File: src/rtl/hack_pkg.sv
// Shared definitions for the program counter: word type and PC command encoding.
package hack_pkg;

  localparam int WORD_W = 16;

  typedef logic [WORD_W-1:0] word_t;

  typedef enum logic [2:0] {
    CMD_HOLD,
    CMD_INC,
    CMD_LOAD,
    CMD_CALL,
    CMD_RET
  } pc_cmd_e;

  // Fixed priority ret > call > load > inc > hold; reset is handled by the flops.
  function automatic pc_cmd_e encode_cmd(input logic ret, input logic call,
                                         input logic load, input logic inc);
    pc_cmd_e cmd;
    if (ret)       cmd = CMD_RET;
    else if (call) cmd = CMD_CALL;
    else if (load) cmd = CMD_LOAD;
    else if (inc)  cmd = CMD_INC;
    else           cmd = CMD_HOLD;
    return cmd;
  endfunction

endpackage

File: src/rtl/return_stack.sv
// Shallow LIFO of return addresses; push-when-full and pop-when-empty are no-ops.
module return_stack #(
  parameter int WIDTH = 16,
  parameter int DEPTH = 4
) (
  input  logic             clk,
  input  logic             reset,
  input  logic             push,
  input  logic             pop,
  input  logic [WIDTH-1:0] data_in,
  output logic [WIDTH-1:0] top,
  output logic             full,
  output logic             empty
);

  localparam int PTR_W = $clog2(DEPTH);
  localparam int CNT_W = PTR_W + 1;

  logic [CNT_W-1:0] count_q, count_d;
  logic             full_q, full_d;
  logic             empty_q, empty_d;
  logic [WIDTH-1:0] mem_q [DEPTH];
  logic             push_ok, pop_ok;
  logic [PTR_W-1:0] wr_ptr, top_ptr;

  assign pop_ok  = pop & ~empty_q;
  assign push_ok = push & ~pop & ~full_q;
  assign wr_ptr  = count_q[PTR_W-1:0];
  // When full the low pointer bits wrap to zero, so count-1 still lands on DEPTH-1.
  assign top_ptr = count_q[PTR_W-1:0] - PTR_W'(1);

  always_comb begin
    count_d = count_q;
    if (pop_ok)       count_d = count_q - CNT_W'(1);
    else if (push_ok) count_d = count_q + CNT_W'(1);
    full_d  = (count_d == CNT_W'(DEPTH));
    empty_d = (count_d == '0);
  end

  always_ff @(posedge clk) begin
    if (reset) begin
      count_q <= '0;
      full_q  <= 1'b0;
      empty_q <= 1'b1;
    end else begin
      count_q <= count_d;
      full_q  <= full_d;
      empty_q <= empty_d;
    end
  end

  always_ff @(posedge clk) begin
    if (!reset && push_ok) mem_q[wr_ptr] <= data_in;
  end

  assign top   = mem_q[top_ptr];
  assign full  = full_q;
  assign empty = empty_q;

endmodule

File: src/rtl/program_counter.sv
// Program counter with load/inc/hold plus call/ret through a hardware return stack.
module program_counter
  import hack_pkg::*;
#(
  parameter int WIDTH = 16,
  parameter int DEPTH = 4
) (
  input  logic             clk,
  input  logic             reset,
  input  logic [WIDTH-1:0] in,
  input  logic             load,
  input  logic             inc,
  input  logic             call,
  input  logic             ret,
  output logic [WIDTH-1:0] out,
  output logic             stack_full,
  output logic             stack_empty,
  output logic             overflow,
  output logic             underflow
);

  pc_cmd_e          cmd;
  logic [WIDTH-1:0] pc_q, pc_d, pc_plus1;
  logic             ovf_q, ovf_d;
  logic             udf_q, udf_d;
  logic [WIDTH-1:0] stk_top;
  logic             stk_full, stk_empty;

  assign cmd      = encode_cmd(ret, call, load, inc);
  assign pc_plus1 = pc_q + WIDTH'(1);

  return_stack #(
    .WIDTH (WIDTH),
    .DEPTH (DEPTH)
  ) u_return_stack (
    .clk     (clk),
    .reset   (reset),
    .push    (cmd == CMD_CALL),
    .pop     (cmd == CMD_RET),
    .data_in (pc_plus1),
    .top     (stk_top),
    .full    (stk_full),
    .empty   (stk_empty)
  );

  always_comb begin
    pc_d  = pc_q;
    ovf_d = ovf_q;
    udf_d = udf_q;
    case (cmd)
      CMD_RET: begin
        if (stk_empty) udf_d = 1'b1;
        else           pc_d  = stk_top;
      end
      // A call while full still jumps; only the return address is lost.
      CMD_CALL: begin
        pc_d = in;
        if (stk_full) ovf_d = 1'b1;
      end
      CMD_LOAD: pc_d = in;
      CMD_INC:  pc_d = pc_plus1;
      default:  ;
    endcase
  end

  always_ff @(posedge clk) begin
    if (reset) begin
      pc_q  <= '0;
      ovf_q <= 1'b0;
      udf_q <= 1'b0;
    end else begin
      pc_q  <= pc_d;
      ovf_q <= ovf_d;
      udf_q <= udf_d;
    end
  end

  assign out         = pc_q;
  assign stack_full  = stk_full;
  assign stack_empty = stk_empty;
  assign overflow    = ovf_q;
  assign underflow   = udf_q;

endmodule
File: config.mk
export PLATFORM = sky130hd
export DESIGN_NAME = program_counter
export DESIGN_NICKNAME = d
export VERILOG_FILES = /design/src/rtl/hack_pkg.sv /design/src/rtl/return_stack.sv /design/src/rtl/program_counter.sv
export SDC_FILE = /design/constraint.sdc
export NUM_CORES = 1
export LEC_CHECK = 0
export CORE_MARGIN = 3
export CORE_UTILIZATION = 56
export CTS_CLUSTER_DIAMETER = 120
export DETAILED_ROUTE_END_ITERATION = 16
export GPL_TIMING_DRIVEN = 0
export PLACE_DENSITY = 0.82
export SYNTH_ARGS = -nofsm -noshare
export SYNTH_HDL_FRONTEND = slang
export SYNTH_SLANG_ARGS = --single-unit
File: constraint.sdc
create_clock -name clk -period 2.9 [get_ports clk]
set_input_delay 0.725 -clock clk [delete_from_list [all_inputs] [get_ports clk]]
set_output_delay 0.725 -clock clk [all_outputs]
set_load 0.02 [all_outputs]
Word level (Yosys, flattened, before mapping)

Memories as Yosys holds them, arrays and structs flattened.
Index checks and enable logic that the tools add are counted.

Multiply operators: 0
Div/mod/pow operators: 0
Reduce and logical (&&, ||, !) cells: 8
Bitwise gates (word level): 6
Order comparisons: 0
Add/subtract/negate cells: 4
Shifts and indexed selects: 0
Multiplexer cells: 10
Equality and inequality tests: 6

Operators with widths:

| operator                                                           | count |
|---|---|
| 16-bit case mux with 3 select lines                                | 1 |
| 16-bit by 1-bit adder with 16-bit output, second input constant    | 1 |
| 16-bit two-way mux                                                 | 1 |
| 3-bit two-way mux                                                  | 3 |
| 3-bit by 2-bit == test with 1-bit output, second input constant    | 2 |
| 3-bit == test, second input constant                               | 2 |
| 2-bit AND reduction                                                | 3 |
| 2-bit two-way mux                                                  | 2 |
| 3-bit by 1-bit adder with 3-bit output, second input constant      | 1 |
| 1-bit bitwise AND                                                  | 3 |
| 3-bit by 1-bit == test with 1-bit output, second input constant    | 1 |
| 3-bit logical NOT                                                  | 1 |
| 1-bit two-way mux                                                  | 3 |
| 1-bit NOT                                                          | 3 |
| 3-bit nonzero test                                                 | 1 |
| 3-bit by 1-bit subtractor with 3-bit output, second input constant | 1 |
| 2-bit inequality test, second input constant                       | 1 |
| 2-bit OR reduction                                                 | 1 |
| 2-bit by 1-bit subtractor with 2-bit output, second input constant | 1 |
| 1-bit logical AND                                                  | 1 |
| 1-bit logical NOT                                                  | 1 |

Register bits after elaboration: 23
Bits in writable memories: 64
Output and inout bits: 20
Memories: 1
Memory bits (read-only): 0
Bits in latches: 0
Word-level logic and storage cells: 41

Memories:

| memory               | words | width | read ports | clocked after Yosys merged registers in | wr ports | line               | RTL |
|---|---|---|---|---|---|---|---|
| u_return_stack.mem_q | 4     | 16    | 1          | 0                                       | 1        | return_stack.sv:22 | `logic [WIDTH-1:0] mem_q [DEPTH];` |

Depth between registers and ports, before layout

Gate-level depths: netlist (run 1).

Word-level depth: 11
Mapped depth: 8

By module

From an unflattened synthesis (run 1), not the netlist that was laid out.

Cell total of the unflattened synthesis: 277
Area total of the unflattened synthesis: 4017.6 µm²

Modules (own cells, without submodules):

| module          | area an instance (µm²) | instances | cells each | sequential area each (µm²) |
|---|---|---|---|---|
| return_stack    | 2687.6                 | 1         | 118        | 2021.9 |
| program_counter | 1330.0                 | 1         | 159        | 360.3 |

Worst setup path after synthesis (run 1)

No wires, ideal clock.

Path type: flip-flop to flip-flop
Start point: register u_return_stack.count_q[0]
End point: register pc_q[8], in the netlist out[8]
Library setup time: 132 ps
Buffers on the path: 3
Slack: 735 ps
Stages on the path, launching flop included: 9
Period minus slack after synthesis: 2165 ps
Arrival time: 2033 ps
Cells stage by stage: dfxtp_1 -> buf_2 -> inv_1 -> ha_1 -> buf_2 -> buf_2 -> mux4_2 -> a221oi_1 -> o32ai_1

Cells in the longest elaborated chain, start to end: 4

Ends and longest elaborated chain:

| what                                        | line                  | RTL |
|---|---|---|
| start: declaration                          | return_stack.sv:19    | `logic [CNT_W-1:0] count_q, count_d;` |
| start signal: assignment                    | return_stack.sv:46    | `count_q <= count_d;` |
| 2-bit by 1-bit subtractor with 2-bit output | return_stack.sv:30    | `assign top_ptr = count_q[PTR_W-1:0] - PTR_W'(1);` |
| memory 4 x 16 bit                           | n/a                   |  |
| 16-bit two-way mux                          | program_counter.sv:52 | `if (stk_empty) udf_d = 1'b1;` |
| 16-bit case mux with 3 select lines         | program_counter.sv:50 | `case (cmd)` |
| end signal: assignment                      | program_counter.sv:72 | `pc_q <= pc_d;` |
| end: declaration                            | program_counter.sv:23 | `logic [WIDTH-1:0] pc_q, pc_d, pc_plus1;` |

Every way passes these cells. The select of a mux whose other input is x is not followed.
A chain may end at the register's enable or synchronous reset.

Final worst setup path (run 1)

Ends and elaborated chain as after synthesis.

==> impl_metrics.toml, run 1 <==
[synth]
synth_flop_cell = "edfxtp_1"
yosysSeqAreaShare = 0.609
ys_seq_elements = 87
synth-compound-area-share = 0.115
synth_xor_area_frac = 0.0269
netlist_instances = 282
syn_nets = 309
synth_top_family_by_area = "compound AO/OA/AOI/OAI gates"
synth_fa_ha_area_frac = 0.0160
muxShareOfSynthArea = 0.0973
syn_area_sq_mm = 0.00391
async_flop_share = 0
yosysWarnings = 0
yosys.area_share.simple = 0.104
syn_area_per_cell_sq_um = 13.9
synth_cell_types = 51
synth_edf_count = 64

[sta]
fin_worst_skew_ns = 0.0108
relSlewSlack = 0.387
grt_setup_unrepaired = "no"
post-route-period-util = 0.923
finalHoldViolations = 0
slew_violations = 0
setup_violations = 0
fmax_mhz = 374
tightest_slew_ns = 0.920
tns_ns = 0
min_period_ns = 2.68

[finish]
final_util = 0.715
multi_input_area_sq_mm = 0.00140
area_growth_pct = 20.1
stdcell_count = 431
drive_above_1_share = 0.151
layout_common_cells = "edfxtp_1, clkdlybuf4s50_1, dfxtp_1, mux4_2"
final_area_sq_mm = 0.00470
fin_nets = 360
fillers = 446
final_common_cell = "edfxtp_1"
layout.area.seq_sq_mm = 0.00238
diodes = 0

[routing]
wire_per_inst_um = 21.3
postRouteAntennaNets = 0
via_count = 2754
first_iter_violations = 304
drt_wl_total_mm = 9.16
dr.pass1.iters = 5
drcViolationCount = 0
viasPerCell = 6.39

[setup_path]
crit_arrival_ns = 2.91
start_kind = "flop"
end_kind = "flop"
ff2ff_setup_slack_ns = 0.22
criticalPathCategory = "reg2reg"
crit_fanout = 10
cp_data_required_time_ns = 3.13

[floorplanning]
coreArea_sq_mm = 0.00657
die_height_um = 89.6
die_area_sq_mm = 0.00802
rows = 29
die_w_um = 89.6
start_util = 0.595
io_pins = 42

[clock_tree]
cts_root_buf = "clkbuf_8"
cts_hold_buf = 0
cts-htree-levels = 3
cts_setup_buffers = 0
cts_buffers = 9
worstSkewPairLatency_ns = 0.36
cts_tree = "yes"
clockBufferDepth = 2
clkTransAtPathRegs_ns = 0.09
cts_resized = 0
cts_num_sinks = 87

[power_and_ir_drop]
p_switching_mw = 1.18
p_int_mw = 2.66
ir_drop_uv = 400
swShare = 0.307
clock_power_share = 0.286
sequentialPowerShare = 0.429
fin_total_pwr_mw = 3.84
p_leak_nw = 1.57
p_comb_frac = 0.284
cellPowerDensity_mw_per_mm2 = 819

[place]
place_congestion = 0.914
place_area_sq_mm = 0.00443
portBuffers = 40
hpwl_mm = 6.25
place_inst = 415

[global_route]
grt_pass1_wl_mm = 14.6
antenna_found_initial = 0
grt_max_degree = 17
track_usage = 0.252
grt_overflow = 0
grt_pass1_vias = 2800

[hold_path]
hp-class = "reg2reg"

[status]
status = "finished, final reports clean"

[run]
max_cap_viol_count = 0
==> synthesized netlist by cell type (all sizes together), types with 6 or more instances <==
cell | number | area share
inv | 14 | 0.013
o21ai | 16 | 0.023
buf | 10 | 0.013
nand4 | 7 | 0.011
xnor2 | 9 | 0.020
nand2 | 7 | 0.0067
clkbuf | 6 | 0.0058
nor3 | 11 | 0.014
a221oi | 8 | 0.018
nor2 | 10 | 0.0096
dfxtp | 23 | 0.12
o22ai | 6 | 0.0096
edfxtp | 64 | 0.49
mux4 | 16 | 0.092
nand3 | 8 | 0.013
==> kinds of logic after synthesis <==
logic type,after synthesis
compound gates,61
xor+xnor,12
fa+ha+maj,5
buf+inv,30
flops,87
mux,18
simple gates,69
==> layer usage <==
layer / up-vias / global-route usage / wire length, um
met4: 0 / 0.108 / 169
li1: 1218 / - / -
met2: 163 / 0.398 / 4530
met3: 18 / 0.0378 / 760
met5: - / 0 / 0
met1: 1355 / 0.349 / 3700
==> worst paths after layout <==
kind / from / endpoint / cells past startpoint
max: u_return_stack.count_q[0] / out[8] / 8
min: underflow / underflow / 2
max reg2reg: u_return_stack.count_q[0] / out[8] / 8
min reg2reg: underflow / underflow / 2
==> cell type report <==
class | instances | area share
tap | 93 | 0.0248
sequential | 87 | 0.507
clock inverter | 7 | 0.0306
inverter | 14 | 0.0112
clock buffer | 9 | 0.0264
timing repair buffer | 40 | 0.0852
multi-input combinational | 165 | 0.299
buffer | 16 | 0.0160
==> power groups by stage <==
stage	logic [mW]	clock network [mW]	registers [mW]
floorplan	0.634	0	1.71
global placement	1.04	0	1.67
detailed placement	1.08	0	1.67
CTS	1.09	1.11	1.65
global route	1.18	1.16	1.66
finish	1.09	1.10	1.65
==> through the flow <==
step | hold WS, ns | setup slack [ns]
floorplan | 0.570 | 0.735
global placement | 0.450 | -0.0990
detailed placement | 0.462 | -0.107
CTS | 0.485 | 0.163
global route | 0.519 | 0.0596
finish | 0.486 | 0.224
==> sequential cells by signal, indices dropped and copies added (netlist names) <==
| register | count |
|---|---|
| overflow | 1 |
| u_return_stack.count_q | 3 |
| u_return_stack.full | 1 |
| out | 16 |
| u_return_stack.mem_q | 64 |
| underflow | 1 |
| u_return_stack.empty | 1 |
==> worst max-delay path, stage by stage (launching register included) <==
cell and delay, ns:
dfxtp_1 0.39, buf_2 0.32, inv_1 0.14, ha_1 0.31, buf_2 0.29, clkbuf_4 0.33, mux4_2 0.34, a221oi_1 0.29
o32ai_1 0.15
(Power assumes the default switching activity.)
==> run 2, diff against run 1 <==
Clock period 2.9 ns to 2.7 ns, I/O delays scaled along.
==> run 2 against run 1 <==
Net effect:
- register-to-register slack worse by 0.09 ns
- critical path type unchanged
- largest power group unchanged
- worst hold slack hardly changed
- non-clock buffer count stayed put
- sequential cell count stayed put
- via count is 0.22% lower
==> impl_metrics.toml, run 2 (same netlist as run 1, synthesis figures left out) <==
[finish]
diodes = 0
fin_nets = 360
stdcell_count = 431
drive_above_1_share = 0.163
area_growth_pct = 20.3
layout.area.seq_sq_mm = 0.00238
final_common_cell = "edfxtp_1"
layout_common_cells = "edfxtp_1, clkdlybuf4s50_1, dfxtp_1, mux4_2"
largest_register_ffs = 64
fillers = 442
top_register = "u_return_stack.mem_q"
multi_input_area_sq_mm = 0.00141

[sta]
min_period_ns = 2.56
setup_violations = 0
tns_ns = 0
tightest_slew_ns = 0.570
grt_setup_unrepaired = "no"
finalHoldViolations = 0
relSlewSlack = 0.620
post-route-period-util = 0.949
fmax_mhz = 390
fin_worst_skew_ns = 0.0113
slew_violations = 0

[status]
status = "finished, final reports clean"

[floorplanning]
die_area_sq_mm = 0.00802
coreArea_sq_mm = 0.00657
die_height_um = 89.6
die_w_um = 89.6
start_util = 0.595
io_pins = 42
rows = 29

[global_route]
grt_overflow = 0
grt_pass1_wl_mm = 14.6
track_usage = 0.252
antenna_found_initial = 0
grt_pass1_vias = 2798
grt_max_degree = 17

[setup_path]
crit_fanout = 10
ff2ff_path_depth = 8
end_kind = "flop"
crit_arrival_ns = 2.79
r2r_end = "out[8]"
ff2ff_setup_slack_ns = 0.14
worstReg2RegStart = "u_return_stack.count_q[0]"
start_kind = "flop"
criticalPathCategory = "reg2reg"
cp_data_required_time_ns = 2.93

[clock_tree]
worstSkewPairLatency_ns = 0.36
cts_num_sinks = 87
cts_hold_buf = 0
clockBufferDepth = 2
cts_setup_buffers = 0
clkTransAtPathRegs_ns = 0.09
cts_root_buf = "clkbuf_8"
cts_buffers = 9
cts-htree-levels = 3
cts_tree = "yes"

[hold_path]
hp-class = "reg2reg"
whs_path_depth = 2
hold_end = "underflow"
holdCritStartpoint = "underflow"

[power_and_ir_drop]
ir_drop_uv = 430
cellPowerDensity_mw_per_mm2 = 879
p_leak_nw = 1.56

[place]
portBuffers = 40
hpwl_mm = 6.25
place_inst = 415
place_congestion = 0.914

[routing]
drcViolationCount = 0
first_iter_violations = 232
viasPerCell = 6.38
via_count = 2748
wire_per_inst_um = 21.3
drt_wl_total_mm = 9.17
dr.pass1.iters = 5
postRouteAntennaNets = 0

[run]
max_cap_viol_count = 0
## run 2: stage by stage
| stage | hold WS (ns) | power, mW | setup WS, ns | cell area (sq um) | util |
|---|---|---|---|---|---|
| detailed placement | 0.462 | 2.96 | -0.257 | 4430 | 0.674 |
| global route | 0.519 | 4.31 | 0.00387 | 4700 | 0.716 |
| global placement | 0.450 | 2.91 | -0.249 | 4430 | 0.674 |
| floorplan | 0.570 | 2.52 | 0.535 | 3910 | - |
| finish | 0.486 | 4.14 | 0.138 | 4700 | 0.716 |
| CTS | 0.485 | 4.13 | 0.0747 | 4700 | 0.715 |
## run 2: worst max path at each step
stage	slack [ns]	end	from
floorplan	0.53	out[8]	u_return_stack.count_q[0]
global placement	-0.25	u_return_stack.mem_q[1][0]	ret
detailed placement	-0.26	u_return_stack.mem_q[2][13]	ret
CTS	0.07	out[8]	u_return_stack.count_q[0]
global route	0.004	out[8]	u_return_stack.count_q[0]
finish	0.14	out[8]	u_return_stack.count_q[0]
## run 2: report_power, final
part | internal [mW] | switching [mW]
sequential | 1.63 | 0.144
combinational | 0.528 | 0.656
clock | 0.711 | 0.470
## run 2: layout make-up
class,count,share of cell area
flip-flops and latches,87,0.506
multi-input cells,165,0.299
repair buffers,40,0.0851
clock inverters,7,0.0306
clock buffers,9,0.0263
well taps,93,0.0247
plain buffers,16,0.0165
inverters,14,0.0112
## run 2: worst max-delay path, cell delays in order, from the launching register on
cell	delay, ns
dfxtp_1	0.40
clkbuf_4	0.28
inv_1	0.11
ha_1	0.30
buf_2	0.29
buf_4	0.29
mux4_2	0.34
a221oi_1	0.28
o32ai_1	0.15
## run 2: timing repair
item | 4_1_cts | 5_1_grt
cloned | 0 | 0
gates resized for setup | 1 | 5
endpoints found under the setup margin | 1 | 39
## run 2: layer usage
| metal | track usage | up-vias | part of all wire |
|---|---|---|---|
| li1 | - | 1218 | - |
| met5 | 0 | - | 0 |
| met4 | 0.108 | 0 | 0.018 |
| met3 | 0.0378 | 17 | 0.070 |
| met2 | 0.398 | 140 | 0.50 |
| met1 | 0.349 | 1373 | 0.42 |
==> run 3, diff against run 2 <==
Settings changed: CAP_MARGIN from default to 20, CTS_CLUSTER_DIAMETER 120 to default.
==> results of run 3 <==
Same layout as run 2: the final DEF is identical, and so are final timing and power.
